## config.mk

```make
export PLATFORM = sky130hd
export DESIGN_NAME = ahb_master
export DESIGN_NICKNAME = d
export VERILOG_FILES = /design/src/rtl/ahb_master.sv
export SDC_FILE = /design/constraint.sdc
export NUM_CORES = 1
export LEC_CHECK = 0
export CAP_MARGIN = 5
export CORE_ASPECT_RATIO = 0.75
export CORE_MARGIN = 2
export CORE_UTILIZATION = 45
export CTS_BUF_LIST = sky130_fd_sc_hd__clkbuf_2 sky130_fd_sc_hd__clkbuf_4 sky130_fd_sc_hd__clkbuf_8
export DETAILED_ROUTE_END_ITERATION = 12
export HOLD_SLACK_MARGIN = 0.03
export PLACE_DENSITY_LB_ADDON = 0.05
export SKIP_LAST_GASP = 1
export SLEW_MARGIN = 5
export SYNTH_ARGS = -nofsm -noshare
export SYNTH_HDL_FRONTEND = slang
export SYNTH_SLANG_ARGS = --single-unit
```

## constraint.sdc

```tcl
create_clock -name HCLK -period 1.7 [get_ports HCLK]
set_input_delay 0.34 -clock HCLK [delete_from_list [all_inputs] [get_ports HCLK]]
set_output_delay 0.34 -clock HCLK [all_outputs]
set_load 0.01 [all_outputs]
```

## src/rtl/ahb_master.sv

```systemverilog
// -----------------------------------------------------------------------------
// ahb_master
//
// Purpose:
//    Single-transfer AHB-Lite master. Accepts one command at a time on a
//    valid/ready handshake and performs one non-pipelined 64-bit SINGLE
//    transfer: an address phase, then a data phase. It then returns a one-cycle
//    response pulse carrying read data and an error indication.
//
// Parameters:
//    WAIT_LIMIT  maximum consecutive data-phase cycles with HREADY low before
//                the transfer is abandoned and reported as an error.
//
// Ports:
//    HCLK, HRESET       clock (rising edge) and synchronous active-high reset
//    cmd_valid/ready    command handshake; ready only while idle
//    cmd_write          1 = write, 0 = read
//    cmd_addr           byte address
//    cmd_wdata          write data
//    rsp_valid          one-cycle completion pulse
//    rsp_rdata          read data (held across writes and errors)
//    rsp_error          slave ERROR response or wait timeout
//    HADDR .. HWDATA    AHB master outputs
//    HREADY, HRESP      AHB slave handshake and response
//    HRDATA             AHB read data
// -----------------------------------------------------------------------------
module ahb_master #(
   parameter int WAIT_LIMIT = 16
) (
   input  logic        HCLK,
   input  logic        HRESET,
   // command side
   input  logic        cmd_valid,
   output logic        cmd_ready,
   input  logic        cmd_write,
   input  logic [31:0] cmd_addr,
   input  logic [63:0] cmd_wdata,
   // response side
   output logic        rsp_valid,
   output logic [63:0] rsp_rdata,
   output logic        rsp_error,
   // AHB master interface
   output logic [31:0] HADDR,
   output logic [1:0]  HTRANS,
   output logic        HWRITE,
   output logic [2:0]  HSIZE,
   output logic [2:0]  HBURST,
   output logic [3:0]  HPROT,
   output logic        HMASTLOCK,
   output logic [63:0] HWDATA,
   input  logic        HREADY,
   input  logic        HRESP,
   input  logic [63:0] HRDATA
);

   localparam logic [1:0] ST_IDLE = 2'd0;
   localparam logic [1:0] ST_ADDR = 2'd1;
   localparam logic [1:0] ST_DATA = 2'd2;

   localparam int CNT_W = $clog2(WAIT_LIMIT + 1);
   // Last count value before the limit: a low-HREADY cycle seen at this
   // count is the WAIT_LIMIT-th one, so the transfer is abandoned there.
   localparam logic [CNT_W-1:0] CNT_LAST = CNT_W'(WAIT_LIMIT - 1);

   logic [1:0]       state_q,     state_d;
   logic [31:0]      haddr_q,     haddr_d;
   logic             hwrite_q,    hwrite_d;
   logic [63:0]      wdata_q,     wdata_d;
   logic [63:0]      hwdata_q,    hwdata_d;
   logic [CNT_W-1:0] wait_cnt_q,  wait_cnt_d;
   logic             err_q,       err_d;
   logic             rsp_valid_q, rsp_valid_d;
   logic [63:0]      rsp_rdata_q, rsp_rdata_d;
   logic             rsp_error_q, rsp_error_d;

   // Next-state and datapath logic
   always_comb begin
      state_d     = state_q;
      haddr_d     = haddr_q;
      hwrite_d    = hwrite_q;
      wdata_d     = wdata_q;
      hwdata_d    = hwdata_q;
      wait_cnt_d  = wait_cnt_q;
      err_d       = err_q;
      rsp_valid_d = 1'b0;
      rsp_rdata_d = rsp_rdata_q;
      rsp_error_d = rsp_error_q;

      case (state_q)
         ST_IDLE: begin
            if (cmd_valid) begin
               // Capture the whole command so the requester may change its
               // inputs immediately after the handshake.
               haddr_d  = cmd_addr;
               hwrite_d = cmd_write;
               wdata_d  = cmd_wdata;
               state_d  = ST_ADDR;
            end
         end

         ST_ADDR: begin
            // The address phase is only taken by the slave when HREADY is high.
            if (HREADY) begin
               state_d    = ST_DATA;
               hwdata_d   = wdata_q;
               wait_cnt_d = '0;
               err_d      = 1'b0;
            end
         end

         ST_DATA: begin
            if (HREADY) begin
               state_d     = ST_IDLE;
               rsp_valid_d = 1'b1;
               rsp_error_d = HRESP | err_q;
               // Read data is only meaningful for a successful read.
               if (!hwrite_q && !HRESP && !err_q) begin
                  rsp_rdata_d = HRDATA;
               end
               err_d      = 1'b0;
               wait_cnt_d = '0;
            end else if (wait_cnt_q == CNT_LAST) begin
               // Slave stalled too long: give up, report error, keep old data.
               state_d     = ST_IDLE;
               rsp_valid_d = 1'b1;
               rsp_error_d = 1'b1;
               err_d       = 1'b0;
               wait_cnt_d  = '0;
            end else begin
               wait_cnt_d = wait_cnt_q + CNT_W'(1);
               // First cycle of a two-cycle ERROR response; remember it so
               // the completion reports the error.
               if (HRESP) begin
                  err_d = 1'b1;
               end
            end
         end

         default: begin
            state_d = ST_IDLE;
         end
      endcase
   end

   always_ff @(posedge HCLK) begin
      if (HRESET) begin
         state_q     <= ST_IDLE;
         haddr_q     <= '0;
         hwrite_q    <= 1'b0;
         wdata_q     <= '0;
         hwdata_q    <= '0;
         wait_cnt_q  <= '0;
         err_q       <= 1'b0;
         rsp_valid_q <= 1'b0;
         rsp_rdata_q <= '0;
         rsp_error_q <= 1'b0;
      end else begin
         state_q     <= state_d;
         haddr_q     <= haddr_d;
         hwrite_q    <= hwrite_d;
         wdata_q     <= wdata_d;
         hwdata_q    <= hwdata_d;
         wait_cnt_q  <= wait_cnt_d;
         err_q       <= err_d;
         rsp_valid_q <= rsp_valid_d;
         rsp_rdata_q <= rsp_rdata_d;
         rsp_error_q <= rsp_error_d;
      end
   end

   // Outputs. NONSEQ is driven only during the address phase; the data phase
   // (including the first cycle of an ERROR response) always shows IDLE.
   assign cmd_ready = (state_q == ST_IDLE);
   assign HTRANS    = (state_q == ST_ADDR) ? 2'b10 : 2'b00;
   assign HADDR     = haddr_q;
   assign HWRITE    = hwrite_q;
   assign HWDATA    = hwdata_q;
   assign HSIZE     = 3'b011;
   assign HBURST    = 3'b000;
   assign HPROT     = 4'b0011;
   assign HMASTLOCK = 1'b0;
   assign rsp_valid = rsp_valid_q;
   assign rsp_rdata = rsp_rdata_q;
   assign rsp_error = rsp_error_q;

endmodule
```

### Word-level counts from Yosys, hierarchy flattened

Cells that the tools add are included.

| cells by class | value |
|---|---|
| $add $sub $neg | 1 |
| eq/ne operators | 7 |
| muxes and demuxes | 19 |
| bitwise gates (word level) | 2 |
| reductions and logical operators | 16 |

Operators by type and width:

| operator | number |
|---|---|
| 5-bit 2-to-1 mux | 3 |
| 2-bit 2-to-1 mux | 5 |
| 5-bit case mux with 2 select lines | 1 |
| 3-bit AND reduction | 3 |
| 1-bit 2-to-1 mux | 8 |
| 2-bit AND reduction | 4 |
| 2-bit case mux with 3 select lines | 1 |
| 5-bit by 1-bit adder with 5-bit output (second input constant) | 1 |
| 5-bit by 4-bit equality test with 1-bit output (second input constant) | 1 |
| 2-bit inequality test (second input constant) | 2 |
| 4-bit inequality test (second input constant) | 1 |
| 2-bit nonzero test | 2 |
| 1-bit zero test | 3 |
| 3-bit inequality test (second input constant) | 1 |
| 2-bit by 1-bit equality test with 1-bit output (second input constant) | 1 |
| 2-bit equality test (second input constant) | 1 |
| 1-bit logical AND | 2 |
| 2-bit zero test | 1 |
| 1-bit case mux with 2 select lines | 1 |
| 2-bit OR reduction | 1 |
| 1-bit NOT | 1 |
| 1-bit bitwise OR | 1 |

| storage, ports and cells | value |
|---|---|
| bits in registers | 235 |
| input port bits | 166 |
| output and inout bits | 177 |
| logic and storage cells | 55 |

### Longest topological paths before layout

| depth | value |
|---|---|
| word-level depth | 4 |
| mapped depth | 8 |
| depth with buffers taken out | 5 |

### Worst setup path after synthesis

Ideal clock, no wire load.

| timing | value |
|---|---|
| kind | register to register |
| start | register state_q[1] |
| end | register wait_cnt_q[3] |
| setup time | 0.074 ns |
| arrival | 1.546 ns |
| required time | 1.626 ns |
| setup slack | 0.080 ns |
| stages on the path, launching flop included | 7 |
| path through | dfxtp_1 -> inv_1 -> ha_1 -> buf_6 -> mux2i_1 -> or4b_1 -> a31oi_1 |

| on the way | value |
|---|---|
| longest elaborated chain between the ends | 3 |
| elaborated cells between the ends (all ways) | 6 |
| classes of those cells | eq/ne (3); mux (1); reduce/logical (2) |

RTL lines:

| item | line | text |
|---|---|---|
| from (decl) | 65 | `logic [1:0] state_q, state_d;` |
| from (signal assigned) | 158 | `state_q <= state_d;` |
| 2-bit by 1-bit equality test with 1-bit output / 2-bit equality test (equally long branches) | 89 | `case (state_q)` |
| 2-bit inequality test (no line) / 2-bit nonzero test (equally long branches) | n/a |  |
| 2-bit AND reduction (no line) | n/a |  |
| to (signal assigned) | 163 | `wait_cnt_q <= wait_cnt_d;` |
| to (decl) | 70 | `logic [CNT_W-1:0] wait_cnt_q, wait_cnt_d;` |

Several ways; a longest one is shown, not always the timed one.
A chain may end at the register's enable or synchronous reset.

### Worst setup path after layout

| timing | value |
|---|---|
| start | register state_q[1] |
| end | output cmd_ready |

| on the way | value |
|---|---|
| longest elaborated chain between the ends | 1 |

RTL lines:

| item | line | text |
|---|---|---|
| 2-bit zero test | 173 | `assign cmd_ready = (state_q == ST_IDLE);` |
| to (decl) | 34 | `output logic cmd_ready,` |

No other way between the ends.

==> qor.yml <==
floorplan:
  pin_count: 343
  coreArea_um2: 18600
  rows: 43
  die_h_um: 124
  dieArea_um2: 20200
  start_util: 0.462
  fp.dieW_um: 164
logic_synthesis:
  synth_cell_type_count: 34
  synth.avg_cell_area_um2: 8.03
  yosysSeqAreaShare: 0.547
  synth_ff_type: "dfxtp_1"
  yosys_warnings: 0
  syn_inst: 1070
  async_reset_ff_frac: 0
  syn-cell-area_um2: 8600
  synth_edf_count: 0
  synth-seq-cells: 235
global_routing:
  busiest_layer: "met2"
  grt-ovfl-total: 0
  grt_pass1_wl_mm: 39.5
  use_met2: 0.396
  gr-usage-all-layers: 0.243
  use_met3: 0.0819
  grt_max_degree: 65
  grt_pass1_vias: 7884
  antenna_found_initial: 0
  grt_use_met1: 0.304
timing:
  fmax_mhz: 603
  clock_skew_ps: 19.4
  hold_viol: 0
  slew_violations: 0
  finalSetupViolations: 0
  hold-worst-slack_ps: 225
  rsz0062_at_grt: "true"
  min_period_ps: 1660
  fin_crit_sh: 0.975
placed_design:
  hpwlAfterDp_mm: 17.7
  port_buffers: 330
  dp_cells: 1605
  place_congestion: 0.800
layout:
  final_common_cell: "nand2_1"
  finish.utilization: 0.694
  layout_common_cells: "nand2_1 (326), dfxtp_1 (233), a21oi_1 (229), clkdlybuf4s50_1 (164), dlygate4sd2_1 (163)"
  num-nets-final: 1570
  area_delta_synth_final_pct: 50.2
  drive_gt1_frac: 0.0915
  final_cells: 1667
  antennaDiodeCount: 0
drt:
  post-route-drc-count: 0
  dr.pass1.iters: 7
  wirelength_mm: 26.2
  ant_nets: 0
  post_drt_wl_per_cell_um: 15.7
  first_iter_violations: 609
  vias: 8482
  vias_per_cell: 5.09
clocking:
  clk_pin_slew_ps: 60
  clk_latency_ps: 520
  cts_tree: "yes"
  ctsLongestPathBuffers: 3
  cts-root-buf: "clkbuf_8"
  postCtsSetupRepairBufs: 0
  clock_sinks: 235
  h-tree-depth: 2
  cts_made_buffers: 37
  cts.hold.buffers_added: 0
run:
  drv_cap: 0
setup_path:
  cp_num_cells: 4
  crit_arrival_ps: 1320
  crit_slowest_cell: "dfxtp_2"
  cpLargestDelayFamily: "flip-flops"
  max_stage_delay_ps: 330
  critical_path_class: "reg2out"
  worstPathRequired_ps: 1360
  path_max_fanout: 3
  crit_chain: "inv_1 > buf_4 > ha_2 > buf_6"
  reg2reg_depth: 6
  cp.buffers_inverters: 3
  cp-end-kind: "output port"
  crit_path_start_kind: "flip-flop"
pwr:
  leakage_nw: 5.47
  power.density_nw_per_um2: 1160
  peakVddDrop_uv: 760
status:
  status: "finished clean"
min_path:
  holdPathStages: 2
  hold_class: "in2reg"
## metrics by stage
stage | power (W) | TNS, ps | cell area, um2 | setup WS (ps)
floorplan | 0.00845 | 0 | 8630 | 80.0
global route | 0.0158 | -86.2 | 12900 | -29.8
global placement | 0.0105 | -3280 | 12400 | -138
finish | 0.0150 | 0 | 12900 | 42.0
detailed placement | 0.0106 | -7790 | 12400 | -200
CTS | 0.0151 | -128 | 12900 | -128
## routing by layer
metal | share of wire | vias to the layer above | wire [um]
li1 | - | 4193 | -
met1 | 0.41 | 3915 | 10800
met2 | 0.46 | 324 | 12100
met3 | 0.099 | 50 | 2600
met4 | 0.026 | 0 | 670
met5 | 0 | - | 0
## final timing paths
| kind | endpoint | from | slack, ps |
|---|---|---|---|
| max | cmd_ready | state_q[1] | 40 |
| min | rsp_rdata[56] | HRESET | 230 |
| min reg2reg | HWDATA[39] | wdata_q[39] | 450 |
| max reg2reg | wait_cnt_q[3] | state_q[1] | 90 |
## where the power goes
| part | switching, W | internal [W] | total (W) |
|---|---|---|---|
| combinational | 0.00222 | 0.00177 | 0.00399 |
| sequential | 0.000270 | 0.00607 | 0.00634 |
| clock | 0.00214 | 0.00256 | 0.00470 |
| total | 0.00463 | 0.0104 | 0.0150 |
## state kept, by name (all words and copies together), names as in the netlist
signal / flops
rsp_rdata: 64
state_q: 2
rsp_valid: 1
wdata_q: 64
HADDR: 32
wait_cnt_q: 5
rsp_error: 1
HWDATA: 64
HWRITE: 1
err_q: 1
## synth_stat cells, types with 3 or more instances
cell type,number,share of area
a21oi_1,229,0.13
buf_1,6,0.0026
buf_2,15,0.0087
buf_4,19,0.017
clkbuf_1,60,0.026
dfxtp_1,235,0.55
ha_1,6,0.0087
inv_1,5,0.0022
mux2i_1,3,0.0035
nand2_1,328,0.14
nand2b_1,6,0.0044
nand3_1,66,0.038
o21ai_0,64,0.037
## area by class of cell
type,count,area [um2]
timing repair buffer,380,3690
clock buffer,54,681
fill,1617,5710
multi-input combinational,738,3460
inverter,6,22.5
tap,247,309
clock inverter,7,37.5
sequential,235,4710
## cell families after synthesis
kind of cell	Yosys count	synth area share
AOI/OAI and AO/OA	300	0.177
adders and majority gates	6	0.00873
buffers and inverters	107	0.0581
DFF	235	0.547
muxes	4	0.00480
other	2	0.000874
and+or+nand+nor	416	0.203
## repair_timing
item | CTS | global route
pin swaps | 0 | 0
gates resized for setup | 172 | 5
setup endpoints to repair | 165 | 50
endpoints found under the hold margin | 0 | 0
gates cloned | 0 | 1
Note: power is estimated with default switching activity, not from simulation.
